[src/rtl/inv_pipe_if.sv]
// Stream + control bundle for inv_pipe.
// The producer/consumer environment uses the master view, the pipeline uses the slave view.
interface inv_pipe_if #(
   parameter int WIDTH   = 8,
   parameter int COUNT_W = 16
);
   logic [WIDTH-1:0]   in_data;
   logic               in_valid;
   logic               in_ready;
   logic [WIDTH-1:0]   mask_in;
   logic               mask_load;
   logic [WIDTH-1:0]   mask;
   logic [WIDTH-1:0]   out_data;
   logic               out_valid;
   logic               out_ready;
   logic [COUNT_W-1:0] xfer_count;

   modport master (
      output in_data, in_valid, mask_in, mask_load, out_ready,
      input  in_ready, mask, out_data, out_valid, xfer_count
   );

   modport slave (
      input  in_data, in_valid, mask_in, mask_load, out_ready,
      output in_ready, mask, out_data, out_valid, xfer_count
   );
endinterface

[src/rtl/inv_pipe.sv]
// Polarity-mask pipeline: each word is XORed with the mask register on entry,
// then carried through DEPTH valid/ready register stages with full backpressure.
// A saturating counter tallies words handed to the consumer.
module inv_pipe #(
   parameter int WIDTH   = 8,
   parameter int DEPTH   = 2,
   parameter int COUNT_W = 16
) (
   input logic       clk_i,
   input logic       rst_n_i,
   inv_pipe_if.slave bus
);

   logic [DEPTH-1:0]   valid_q;
   logic [DEPTH-1:0]   valid_d;
   logic [WIDTH-1:0]   data_q [DEPTH];
   logic [WIDTH-1:0]   data_d [DEPTH];
   logic [DEPTH-1:0]   stage_rdy;
   logic [WIDTH-1:0]   mask_q;
   logic [WIDTH-1:0]   mask_d;
   logic [COUNT_W-1:0] count_q;
   logic [COUNT_W-1:0] count_d;
   logic               out_xfer;

   // A stage may load when it, or any stage downstream of it, is empty, or the consumer takes the head.
   // Accumulated in a local so the chain is a clean ripple from out_ready, never from in_valid.
   always_comb begin
      logic acc;
      acc       = bus.out_ready;
      stage_rdy = '0;
      for (int k = DEPTH - 1; k >= 0; k--) begin
         acc          = acc | ~valid_q[k];
         stage_rdy[k] = acc;
      end
   end

   // Stage next-state: shift forward where allowed; data only moves with a valid source so an empty
   // last stage keeps presenting its previous word instead of garbage.
   always_comb begin
      valid_d = valid_q;
      data_d  = data_q;
      if (stage_rdy[0]) begin
         valid_d[0] = bus.in_valid;
         if (bus.in_valid) begin
            data_d[0] = bus.in_data ^ mask_q;
         end
      end
      for (int k = 1; k < DEPTH; k++) begin
         if (stage_rdy[k]) begin
            valid_d[k] = valid_q[k-1];
            if (valid_q[k-1]) begin
               data_d[k] = data_q[k-1];
            end
         end
      end
   end

   // Mask and transfer-counter next-state; the counter sticks at all-ones.
   always_comb begin
      mask_d   = bus.mask_load ? bus.mask_in : mask_q;
      out_xfer = valid_q[DEPTH-1] & bus.out_ready;
      count_d  = count_q;
      if (out_xfer && (count_q != '1)) begin
         count_d = count_q + COUNT_W'(1);
      end
   end

   // State registers; reset empties the pipe and restores plain inversion.
   always_ff @(posedge clk_i) begin
      if (!rst_n_i) begin
         valid_q <= '0;
         data_q  <= '{default: '0};
         mask_q  <= '1;
         count_q <= '0;
      end else begin
         valid_q <= valid_d;
         data_q  <= data_d;
         mask_q  <= mask_d;
         count_q <= count_d;
      end
   end

   assign bus.in_ready   = stage_rdy[0];
   assign bus.out_valid  = valid_q[DEPTH-1];
   assign bus.out_data   = data_q[DEPTH-1];
   assign bus.mask       = mask_q;
   assign bus.xfer_count = count_q;

endmodule

[src/flat_wrapper.sv]
// flat-port wrapper written by rule: the top's interface ports become plain ports
module inv_pipe_flat 
#(
   parameter int WIDTH   = 8,
   parameter int DEPTH   = 2,
   parameter int COUNT_W = 16
)
  (clk_i, rst_n_i, bus_in_data, bus_in_valid, bus_mask_in, bus_mask_load, bus_out_ready, bus_in_ready, bus_mask, bus_out_data, bus_out_valid, bus_xfer_count);
  inv_pipe_if #(.WIDTH(WIDTH), .COUNT_W(COUNT_W)) bus_i ();
  input logic clk_i;
  input logic rst_n_i;
  input wire logic [$bits(bus_i.in_data)-1:0] bus_in_data;
  input wire logic [$bits(bus_i.in_valid)-1:0] bus_in_valid;
  input wire logic [$bits(bus_i.mask_in)-1:0] bus_mask_in;
  input wire logic [$bits(bus_i.mask_load)-1:0] bus_mask_load;
  input wire logic [$bits(bus_i.out_ready)-1:0] bus_out_ready;
  output wire logic [$bits(bus_i.in_ready)-1:0] bus_in_ready;
  output wire logic [$bits(bus_i.mask)-1:0] bus_mask;
  output wire logic [$bits(bus_i.out_data)-1:0] bus_out_data;
  output wire logic [$bits(bus_i.out_valid)-1:0] bus_out_valid;
  output wire logic [$bits(bus_i.xfer_count)-1:0] bus_xfer_count;
  assign bus_i.in_data = bus_in_data;
  assign bus_i.in_valid = bus_in_valid;
  assign bus_i.mask_in = bus_mask_in;
  assign bus_i.mask_load = bus_mask_load;
  assign bus_i.out_ready = bus_out_ready;
  assign bus_in_ready = bus_i.in_ready;
  assign bus_mask = bus_i.mask;
  assign bus_out_data = bus_i.out_data;
  assign bus_out_valid = bus_i.out_valid;
  assign bus_xfer_count = bus_i.xfer_count;
  inv_pipe #(.WIDTH(WIDTH), .DEPTH(DEPTH), .COUNT_W(COUNT_W)) u_core (.clk_i(clk_i), .rst_n_i(rst_n_i), .bus(bus_i));
endmodule
[config.mk]
export PLATFORM = sky130hd
export DESIGN_NAME = inv_pipe_flat
export DESIGN_NICKNAME = d
export VERILOG_FILES = /design/src/rtl/inv_pipe_if.sv /design/src/rtl/inv_pipe.sv /design/src/flat_wrapper.sv
export SDC_FILE = /design/constraint.sdc
export NUM_CORES = 1
export LEC_CHECK = 0
export CORE_ASPECT_RATIO = 0.5
export CORE_MARGIN = 5
export CORE_UTILIZATION = 33
export CTS_BUF_LIST = sky130_fd_sc_hd__clkbuf_4
export CTS_CLUSTER_SIZE = 14
export DETAILED_ROUTE_END_ITERATION = 16
export DONT_BUFFER_PORTS = 1
export GPL_ROUTABILITY_DRIVEN = 1
export GPL_TIMING_DRIVEN = 0
export PLACE_DENSITY = 0.5
export SETUP_SLACK_MARGIN = 0.4
export SLEW_MARGIN = 25
export SYNTH_ARGS = -nofsm -noshare
export SYNTH_HDL_FRONTEND = slang
export SYNTH_SLANG_ARGS = --single-unit
[constraint.sdc]
create_clock -name clk_i -period 1.95 [get_ports clk_i]
set_input_delay 0.39 -clock clk_i [delete_from_list [all_inputs] [get_ports clk_i]]
set_output_delay 0.39 -clock clk_i [all_outputs]
set_load 0.005 [all_outputs]
Word level (Yosys, flattened, before mapping)
Cells that the tools add are included.

Bits in registers: 42. Bits of input ports: 21. Output and inout port bits: 34.

Add/subtract/negate cells: 1. Eq/ne operators: 1. Bitwise operators: 6. Reductions and logical operators: 3.

Operators by type and width (number): adder 16 x 1 -> 16 bit, second input constant (1); != test 16 bit, second input constant (1); XOR 8 bit (1); AND reduction 2 bit (2); inverter 1 bit (2); OR 1 bit (2); bitwise AND 1 bit (1); logical AND 1 bit (1).

Logic depth before layout (Yosys ltp)
Gate-level depths: netlist of the first run.

Depth after elaboration: 4. Mapped depth: 6. Depth with buffers taken out: 5.

Least setup slack after synthesis of the first run
Ideal clock, no wire load.

Kind: register -> register. Start point: register u_core.count_q[0], in the netlist u_core.bus.xfer_count[0]. End point: register u_core.count_q[10], in the netlist u_core.bus.xfer_count[10]. Setup time: 0.070 ns. Arrival: 1.872 ns. Required time: 1.880 ns. Path slack: 0.008 ns. Cell stages (with the launch flop): 7. Path buffers: 1. Cell sequence: dfxtp_1 -> ha_1 -> nand4_1 -> or3_1 -> buf_2 -> or4_1 -> a21oi_1.

Longest elaborated chain between the ends: 2.

Ends and longest elaborated chain: start: declaration (line inv_pipe.sv:21) `logic [COUNT_W-1:0] count_q;`; start signal: assignment (line inv_pipe.sv:79) `count_q <= count_d;`; branches (longest 2 deep; another with adder 16 x 1 -> 16 bit).

Parallel ways; which one is timed is not known. A chain may end at the register's enable or synchronous reset.

Final worst setup path of the first run
Ends and elaborated chain as after synthesis.

==> flow_metrics.tcl, run 1 <==
set metrics [dict create \
    fin_ws_ns 0.104 \
    dp_hpwl_um 3200 \
    finalSetupViolCount 0 \
    powerDensity_mw_per_mm2 740 \
    crit_type "reg -> reg" \
    endpoint_kind "register" \
    path_cells "ha_4, nand4_1, or3_1, buf_6, or4_4, a21oi_2" \
    seq_area_frac_synth 0.454 \
    slew_headroom 0.605 \
    synth_seq_cells 42 \
    r2r_slack_ns 0.10 \
    ys_top_cells_by_area "dfxtp_1, mux2i_1, nor2_1, xnor2_1, a211oi_1" \
    avgSynthCellArea_um2 9.03 \
    finalSetupTns_ns 0 \
    rsz0062_at_grt "yes" \
    vdd_drop_max_v 0.000271 \
    clkLatencyLatePin_ns 0.35 \
    yosysWarnings 0 \
    maxCapViolCount 0 \
    wl_per_cell_um 15.1 \
    fp.dieArea_mm2 0.00730 \
    skew_ns 0.00463 \
    fp.dieW_um 116 \
    critPathLaunchType "register" \
    syn_to_final_growth_pct 17.8 \
    n_antenna_cell 0 \
    vias 1470 \
    synth.top_cell.area_share 0.454 \
    io_buffers 0 \
    pre_cts_slack_ns 0.0586 \
    netlist_area_mm2 0.00185 \
    max_freq_ghz 0.542 \
    min_period_over_period 0.947 \
    overflow 0 \
    slowest_stage "or4_4" \
    r2r-start "u_core.bus.xfer_count[0]" \
    initial_core_util 0.338 \
    outcome "completed" \
    r2r_cells 6 \
    grt_use_total 0.124 \
    hold_path.class "in -> reg" \
    max_stage_delay_ns 0.47 \
    drt_iter0_drc 38 \
    antenna_found_initial 0 \
    rr_endpoint "u_core.bus.xfer_count[10]" \
    drtAntennaViolNets 0 \
    arrival_ns 2.13 \
    place.gp.congestion 0.707 \
    required_ns 2.23 \
    cts.sinks 42 \
    drive_gt1_frac 0.210 \
    dieHeight_um 63.0 \
    nets 240 \
    viasPerCell 5.03 \
    cts_tree "done" \
    grt_max_degree 14 \
    synth_top_area_cell "dfxtp_1" \
    hold_path_startpoint "bus_in_valid" \
    drt-total-wl_um 4420 \
    grt_pass1_wl_um 7210 \
    netlist_instances 205 \
    cts_buffer_depth 2 \
    ys_types 33 \
    drt_pass1_iterations 4 \
    min_period_ns 1.85 \
    core_mm2 0.00547 \
    drc 0 \
    whs_endpoint "u_core.valid_q[0]" \
    grt_pass1_vias 1420 \
    worstMarginPinSlew_ns 0.593 \
    fp-row-count 19 \
    finalCoreUtilization 0.399 \
    p_leak_uw 0.000840 \
    htreeDepth 2 \
    syn-num-nets 227 \
    clkTransAtPathRegs_ns 0.13 \
    power.total_uw 1610 \
    hold_viol_final 0 \
    root_buffer "clkbuf_4" \
    path_max_fanout 7 \
    ios 55 \
    min_delay_path_depth 2 \
    numCtsBuffers 5 \
    report.final.slew_viol_count 0 \
]
-- cells in the final DEF (no fill, tap or decap), types with 2 or more instances in the layout --
master,instances
nand4_1,8
o211ai_1,2
o21a_1,2
a21oi_1,8
o31ai_1,4
nor3_1,2
clkbuf_2,2
buf_1,2
dfxtp_1,32
clkbuf_4,6
nand3_1,5
or4_1,2
dfxtp_2,8
mux2i_1,18
dfxtp_4,2
a31oi_1,2
a211oi_1,9
nand2b_1,4
inv_1,3
clkbuf_1,6
xnor2_1,8
or3_1,5
nand2_1,16
buf_4,14
and3_1,3
and4_1,2
nor2_1,22
o21ai_0,4
-- metrics by stage --
| stage | cell area, um2 | hold WS (ns) | std cells |
|---|---|---|---|
| after floorplan | 1880 | 0.461 | 205 |
| after global placement | 1970 | 0.476 | 278 |
| after detailed placement | 1970 | 0.488 | 278 |
| after CTS | 2130 | 0.146 | 291 |
| after global routing | 2180 | 0.143 | 292 |
| final | 2180 | 0.162 | 292 |
-- registers in the layout (all words and copies together) (netlist names) --
register,cells
u_core.valid_q,2
u_core.data_q,8
u_core.bus.out_data,8
u_core.bus.xfer_count,16
u_core.bus.mask,8
-- metal layers --
| metal | global-route usage | wire [um] |
|---|---|---|
| met5 | 0 | 0 |
| met4 | 0.0304 | 33 |
| met3 | 0.0406 | 255 |
| met2 | 0.211 | 2160 |
| met1 | 0.149 | 1970 |
-- worst max-delay path: cells and delay by family, from the launching register on --
kind,cells,cell delay [ns]
adder cells (fa/ha/maj),1,0.14
AND/OR/NAND/NOR,3,0.98
buffers and inverters,1,0.13
AO/OA/AOI/OAI,1,0.12
flip-flops,1,0.41
-- final cells by class --
| type | count | area [um2] |
|---|---|---|
| Timing Repair Buffer | 6 | 48.8 |
| Multi-Input combinational cell | 140 | 971 |
| Inverter | 3 | 11.3 |
| Tap cell | 73 | 91.3 |
| Fill cell | 556 | 3290 |
| Clock buffer | 6 | 45.0 |
| Sequential cell | 42 | 858 |
| Clock inverter | 2 | 36.3 |
| Buffer | 20 | 119 |
-- Yosys cell counts, drive strengths merged --
cell    count
a31oi       2
and3        3
dfxtp      42
inv         3
o31ai       5
clkbuf     10
or4         3
xnor2       8
nor2b       1
o41ai       2
o311ai      1
nand2b      4
nor4        2
a211oi      9
a311oi      1
a21oi       9
and2        1
o21ai       4
o21a        2
mux2i      18
and4        2
nand2      16
ha          1
a21boi      1
nor3        2
buf        10
or3         6
nand4       8
o211ai      2
nor2       22
nand3       5
-- worst max-delay path by stage --
stage                     cells after the start                startpoint                        end
after floorplan                               6  u_core.bus.xfer_count[1]  u_core.bus.xfer_count[10]
after global placement                        6  u_core.bus.xfer_count[1]  u_core.bus.xfer_count[10]
after detailed placement                      6  u_core.bus.xfer_count[1]  u_core.bus.xfer_count[10]
after CTS                                     6  u_core.bus.xfer_count[0]  u_core.bus.xfer_count[10]
after global routing                          6  u_core.bus.xfer_count[0]  u_core.bus.xfer_count[10]
final                                         6  u_core.bus.xfer_count[0]  u_core.bus.xfer_count[10]
-- repair_timing --
| action | 4_1_cts | 5_1_grt |
|---|---|---|
| hold buffers | 0 | 0 |
| setup endpoints to repair | 31 | 29 |
| buffers inserted | 5 | 0 |
| pin swaps | 7 | 3 |
| gates resized for setup | 14 | 12 |
| cloned | 0 | 1 |
| hold endpoints to repair | 0 | 0 |
-- power breakdown --
part	internal [uW]	switching [uW]	total [uW]
combinational	56.2	61.5	118
clock	286	293	579
sequential	889	27.3	917
-- cells by family after synthesis --
family	count (synthesis)	share of synthesized area
mux	18	0.0974
simple gates	75	0.202
fa+ha+maj	1	0.00676
flops	42	0.454
compound gates	38	0.138
xor+xnor	8	0.0379
buf+inv	23	0.0636
Note: power is estimated with default switching activity, not from simulation.
==> run 2, diff against run 1 <==
--- a/config.mk
+++ b/config.mk
@@ -14,7 +14,7 @@
 export DONT_BUFFER_PORTS = 1
 export GPL_ROUTABILITY_DRIVEN = 1
 export GPL_TIMING_DRIVEN = 0
-export PLACE_DENSITY = 0.5
+export PLACE_DENSITY = 0.48
 export SETUP_SLACK_MARGIN = 0.4
 export SLEW_MARGIN = 25
 export SYNTH_ARGS = -nofsm -noshare
==> run 2 against run 1 <==
Cell count is 1.4% higher. Design area is 4.1% higher. Critical path depth stayed put. Worst hold slack worse by 0.012 ns. Clock power is 0.9% higher. Critical endpoint unchanged. Power is 0.51% higher. Global-route usage is 0.45 points higher. Clock skew is 0.0093 ns higher. Sequential cell count stayed put. Combinational power is 3% higher. Register-to-register slack worse by 0.06 ns. Largest cell class unchanged. Non-clock buffer count is 4 higher.
==> flow_metrics.tcl, run 2 (same netlist as run 1, synthesis figures left out) <==
set metrics [dict create \
    required_ns 2.23 \
    syn_to_final_growth_pct 22.7 \
    htreeDepth 2 \
    wl_per_cell_um 15.3 \
    drtAntennaViolNets 0 \
    core_mm2 0.00547 \
    viasPerCell 5.06 \
    dp_hpwl_um 3210 \
    switching_share 0.241 \
    io_buffers 0 \
    drt_pass1_iterations 4 \
    n_antenna_cell 0 \
    place_inst 278 \
    critPathLaunchType "register" \
    clkLatencyLatePin_ns 0.36 \
    crit_type "reg -> reg" \
    power_frac_seq 0.565 \
    ios 55 \
    mostFrequentLayoutCell "dfxtp_1" \
    nets 244 \
    final_cell_mix "dfxtp_1, nor2_1, mux2i_1, buf_4, nand2_1" \
    skew_ns 0.0139 \
    min_period_ns 1.91 \
    use_met1 0.164 \
    hold_path.class "in -> reg" \
    use_met3 0.0426 \
    p_leak_uw 0.000875 \
    cts_tree "done" \
    drt-total-wl_um 4520 \
    drt_iter0_drc 21 \
    min_delay_path_depth 2 \
    root_buffer "clkbuf_4" \
    cts_buffer_depth 2 \
    grt_pass1_wl_um 7490 \
    fp-row-count 19 \
    grt_pass1_vias 1499 \
    overflow 0 \
    max_freq_ghz 0.524 \
    vdd_drop_max_v 0.000266 \
    internal_power_uw 1230 \
    drive_gt1_frac 0.251 \
    grt_max_degree 14 \
    rsz0062_at_grt "yes" \
    clkTransAtPathRegs_ns 0.14 \
    finalSetupTns_ns 0 \
    outcome "completed" \
    use_met2 0.202 \
    top_usage_layer "met2" \
    dieHeight_um 63.0 \
    vias 1499 \
    grt_use_total 0.128 \
    arrival_ns 2.19 \
    pwr-share-clk 0.360 \
    path_max_fanout 7 \
    powerDensity_mw_per_mm2 714 \
    cts.sinks 42 \
    largest_reg_flops 16 \
    slew_headroom 0.631 \
    fp.dieArea_mm2 0.00730 \
    hold_viol_final 0 \
    antenna_found_initial 0 \
    worstMarginPinSlew_ns 0.553 \
    initial_core_util 0.338 \
    r2r_cells 6 \
    endpoint_kind "register" \
    maxCapViolCount 0 \
    numCtsBuffers 5 \
    power_frac_comb 0.075 \
    fp.dieW_um 116 \
    drc 0 \
    place.gp.congestion 0.693 \
    cts_hold_buf 0 \
    report.final.slew_viol_count 0 \
    finalSetupViolCount 0 \
    p_switching_uw 390 \
    min_period_over_period 0.979 \
    stdcell_count 296 \
]
-- run 2: changes by cell type in the layout (fill, tap and decap cells not counted), sizes merged --
| cell | change |
|---|---|
| buf | +5 |
| clkdlybuf4s15 | -1 |
| inv | -1 |
| clkinvlp | +1 |
-- run 2: worst paths after layout --
kind | start | endpoint | slack [ns]
worst max-delay path | u_core.bus.xfer_count[0] | u_core.bus.xfer_count[10] | 0.04
worst min-delay path | bus_in_valid | u_core.valid_q[0] | 0.15
worst max register to register | u_core.bus.xfer_count[0] | u_core.bus.xfer_count[10] | 0.04
worst min register to register | u_core.bus.out_data[7] | u_core.bus.out_data[7] | 0.51
-- run 2: timing repair --
item                                    4_1_cts  5_1_grt
pin swaps                                     7       12
cloned                                        1        0
endpoints found under the hold margin         0        0
setup buffers                                 5        4
resized for setup                            14       28
endpoints found under the setup margin       31       29
-- run 2: final cells by class --
type | count | area, um2
fillers | 553 | 3200
inverters | 3 | 11.3
plain buffers | 20 | 121
clock buffers | 6 | 45.0
clock inverters | 2 | 37.5
well taps | 73 | 91.3
multi-input cells | 140 | 1030
repair buffers | 10 | 78.8
flip-flops and latches | 42 | 858
-- run 2: per-layer routing --
layer / vias up / part of all wire
met1: 695 / 0.46
met5: - / 0
met4: 0 / 0.011
met2: 30 / 0.47
met3: 5 / 0.059
li1: 769 / -
-- run 2: power by group through the flow --
stage | sequential [uW] | clock [uW] | combinational, uW
detailed placement | 936 | 0 | 119
CTS | 917 | 599 | 121
finish | 916 | 584 | 122
floorplan | 928 | 0 | 97.0
global placement | 935 | 0 | 116
global route | 923 | 637 | 138
-- run 2: stage by stage --
stage	setup WS [ns]	instance area (um2)	power, uW	util	hold slack [ns]
finish	0.0415	2270	1620	0.415	0.150
global route	0.00100	2270	1700	0.415	0.124
CTS	0.0789	2140	1640	0.392	0.142
detailed placement	0.0182	1970	1050	0.360	0.486
global placement	0.0247	1970	1050	0.360	0.476
floorplan	0.159	1880	1030	-	0.461
-- run 2: worst max-delay path, stage by stage, from the launching register on --
cell	delay [ns]
dfxtp_4	0.42
ha_4	0.14
nand4_1	0.16
or3_4	0.41
buf_6	0.12
or4_1	0.46
a21oi_1	0.14
==> run 3, diff against run 2 <==
--- a/config.mk
+++ b/config.mk
@@ -6,7 +6,6 @@
 export NUM_CORES = 1
 export LEC_CHECK = 0
 export CORE_ASPECT_RATIO = 0.5
-export CORE_MARGIN = 5
 export CORE_UTILIZATION = 33
 export CTS_BUF_LIST = sky130_fd_sc_hd__clkbuf_4
 export CTS_CLUSTER_SIZE = 14
@@ -14,7 +13,7 @@
 export DONT_BUFFER_PORTS = 1
 export GPL_ROUTABILITY_DRIVEN = 1
 export GPL_TIMING_DRIVEN = 0
-export PLACE_DENSITY = 0.48
+export HOLD_SLACK_MARGIN = 0.06
 export SETUP_SLACK_MARGIN = 0.4
 export SLEW_MARGIN = 25
 export SYNTH_ARGS = -nofsm -noshare
==> run 3 against run 2 <==
Global-route usage up 1.7 points. Sequential cell count stayed put. Critical endpoint unchanged. Non-clock buffer count is 4 lower. Cell count shrank 2.4%.
==> flow_metrics.tcl, run 3 (same netlist as run 1, synthesis figures left out) <==
set metrics [dict create \
    outcome "completed" \
    place.gp.congestion 0.745 \
    worstMarginPinSlew_ns 0.565 \
    wl_per_cell_um 14.3 \
    path_max_fanout 7 \
    fp.dieW_um 108 \
    p_leak_uw 0.000820 \
    cts_buffer_depth 2 \
    fillers 504 \
    p_switching_uw 385 \
    vias 1496 \
    endpoint "u_core.bus.xfer_count[10]" \
    fp.dieArea_mm2 0.00593 \
    hold_viol_final 0 \
    rsz0062_at_grt "yes" \
    vdd_drop_max_v 0.000441 \
    maxCapViolCount 0 \
    skew_ns 0.00880 \
    grt_pass1_wl_um 6400 \
    stdcell_count 289 \
    report.final.slew_viol_count 0 \
    cts_hold_buf 0 \
    htreeDepth 2 \
    min_period_over_period 0.933 \
    overflow 0 \
    root_buffer "clkbuf_4" \
    drt-total-wl_um 4130 \
    critPathLaunchType "register" \
    grt_max_degree 15 \
    clkTransAtPathRegs_ns 0.13 \
    cts.sinks 42 \
    core_mm2 0.00516 \
    rr_endpoint "u_core.bus.xfer_count[10]" \
    max_freq_ghz 0.550 \
    endpoint_kind "register" \
    required_ns 2.23 \
    slew_headroom 0.623 \
    io_buffers 0 \
    drc 0 \
    worstSetupStartpoint "u_core.bus.xfer_count[0]" \
    mostFrequentLayoutCell "dfxtp_1" \
    power_frac_comb 0.074 \
    min_period_ns 1.82 \
    antenna_found_initial 0 \
    crit_type "reg -> reg" \
    dp_hpwl_um 2960 \
    initial_core_util 0.359 \
    r2r-start "u_core.bus.xfer_count[0]" \
    dieHeight_um 55.0 \
    r2r_cells 6 \
    grt_pass1_vias 1315 \
    viasPerCell 5.18 \
    clkLatencyLatePin_ns 0.35 \
    numCtsBuffers 5 \
    grt_use_total 0.145 \
    hold_ws_ns 0.152 \
    drive_gt1_frac 0.205 \
    arrival_ns 2.10 \
    drtAntennaViolNets 0 \
    drt_pass1_iterations 4 \
    drt_iter0_drc 31 \
    pwr-share-clk 0.354 \
    finalSetupViolCount 0 \
    n_antenna_cell 0 \
    cts_tree "done" \
    fp-row-count 18 \
    internal_power_uw 1220 \
    power_frac_seq 0.572 \
    powerDensity_mw_per_mm2 739 \
    place_inst 275 \
    switching_share 0.240 \
    final_cell_mix "dfxtp_1, nor2_1, mux2i_1" \
    r2r_slack_ns 0.13 \
    power.total_uw 1600 \
    syn_to_final_growth_pct 17.0 \
    hold_path.class "in -> reg" \
    ios 55 \
    finalSetupTns_ns 0 \
    nets 240 \
    largest_reg_flops 16 \
]
-- run 3: cell count changes in the layout (fill, tap and decap cells not counted), sizes merged --
| cell | change |
|---|---|
| buf | -7 |
| clkbuf | +2 |
| inv | +1 |
-- run 3: worst max-delay path, stage by stage (launching register included) --
cell and delay (ns):
dfxtp_4 0.42, ha_4 0.14, nand4_1 0.11, or3_1 0.38
buf_6 0.13, or4_1 0.45, a21oi_1 0.13
-- run 3: per-stage QoR --
step | setup WS, ns | area, um2 | utilization
2_1_floorplan | 0.159 | 1880 | -
6_report | 0.131 | 2160 | 0.420
5_1_grt | 0.0512 | 2160 | 0.420
4_1_cts | 0.122 | 2130 | 0.413
3_3_place_gp | 0.0567 | 1960 | 0.381
3_5_place_dp | 0.0473 | 1960 | 0.381
-- run 3: what timing repair did --
item / in CTS / in global routing
buffers inserted: 5 / 0
endpoints found under the setup margin: 31 / 29
pin swaps: 6 / 4
gates cloned: 1 / 0
gates resized for setup: 14 / 9
-- run 3: power groups by stage --
stage	Combinational, uW	Sequential [uW]	Clock, uW
2_1_floorplan	97.0	928	0
3_3_place_gp	115	934	0
3_5_place_dp	118	935	0
4_1_cts	119	916	583
5_1_grt	133	921	625
6_report	119	916	566
-- run 3: worst min path at each step --
stage | start | endpoint | cells after the start
finish | bus_in_valid | u_core.valid_q[0] | 2
global route | bus_mask_in[6] | u_core.bus.mask[6] | 2
CTS | bus_in_valid | u_core.valid_q[0] | 2
detailed placement | u_core.data_q[15] | u_core.bus.out_data[7] | 2
global placement | u_core.data_q[12] | u_core.bus.out_data[4] | 2
floorplan | u_core.data_q[8] | u_core.bus.out_data[0] | 2
-- run 3: layout make-up --
class	instances	area, um2	share of cell area
clock inverter	3	43.8	0.0202
timing repair buffer	6	42.5	0.0197
inverter	3	11.3	0.00520
multi-input combinational	140	967	0.447
sequential	42	855	0.395
buffer	20	120	0.0555
tap	70	87.6	0.0405
clock buffer	5	37.5	0.0173
-- run 3: layer usage --
layer	GRT usage	vias to the layer above	part of all wire
met1	0.172	709	0.45
met2	0.244	22	0.48
met4	0.0616	0	0.014
li1	-	757	-
met3	0.0539	8	0.057
met5	0	-	0
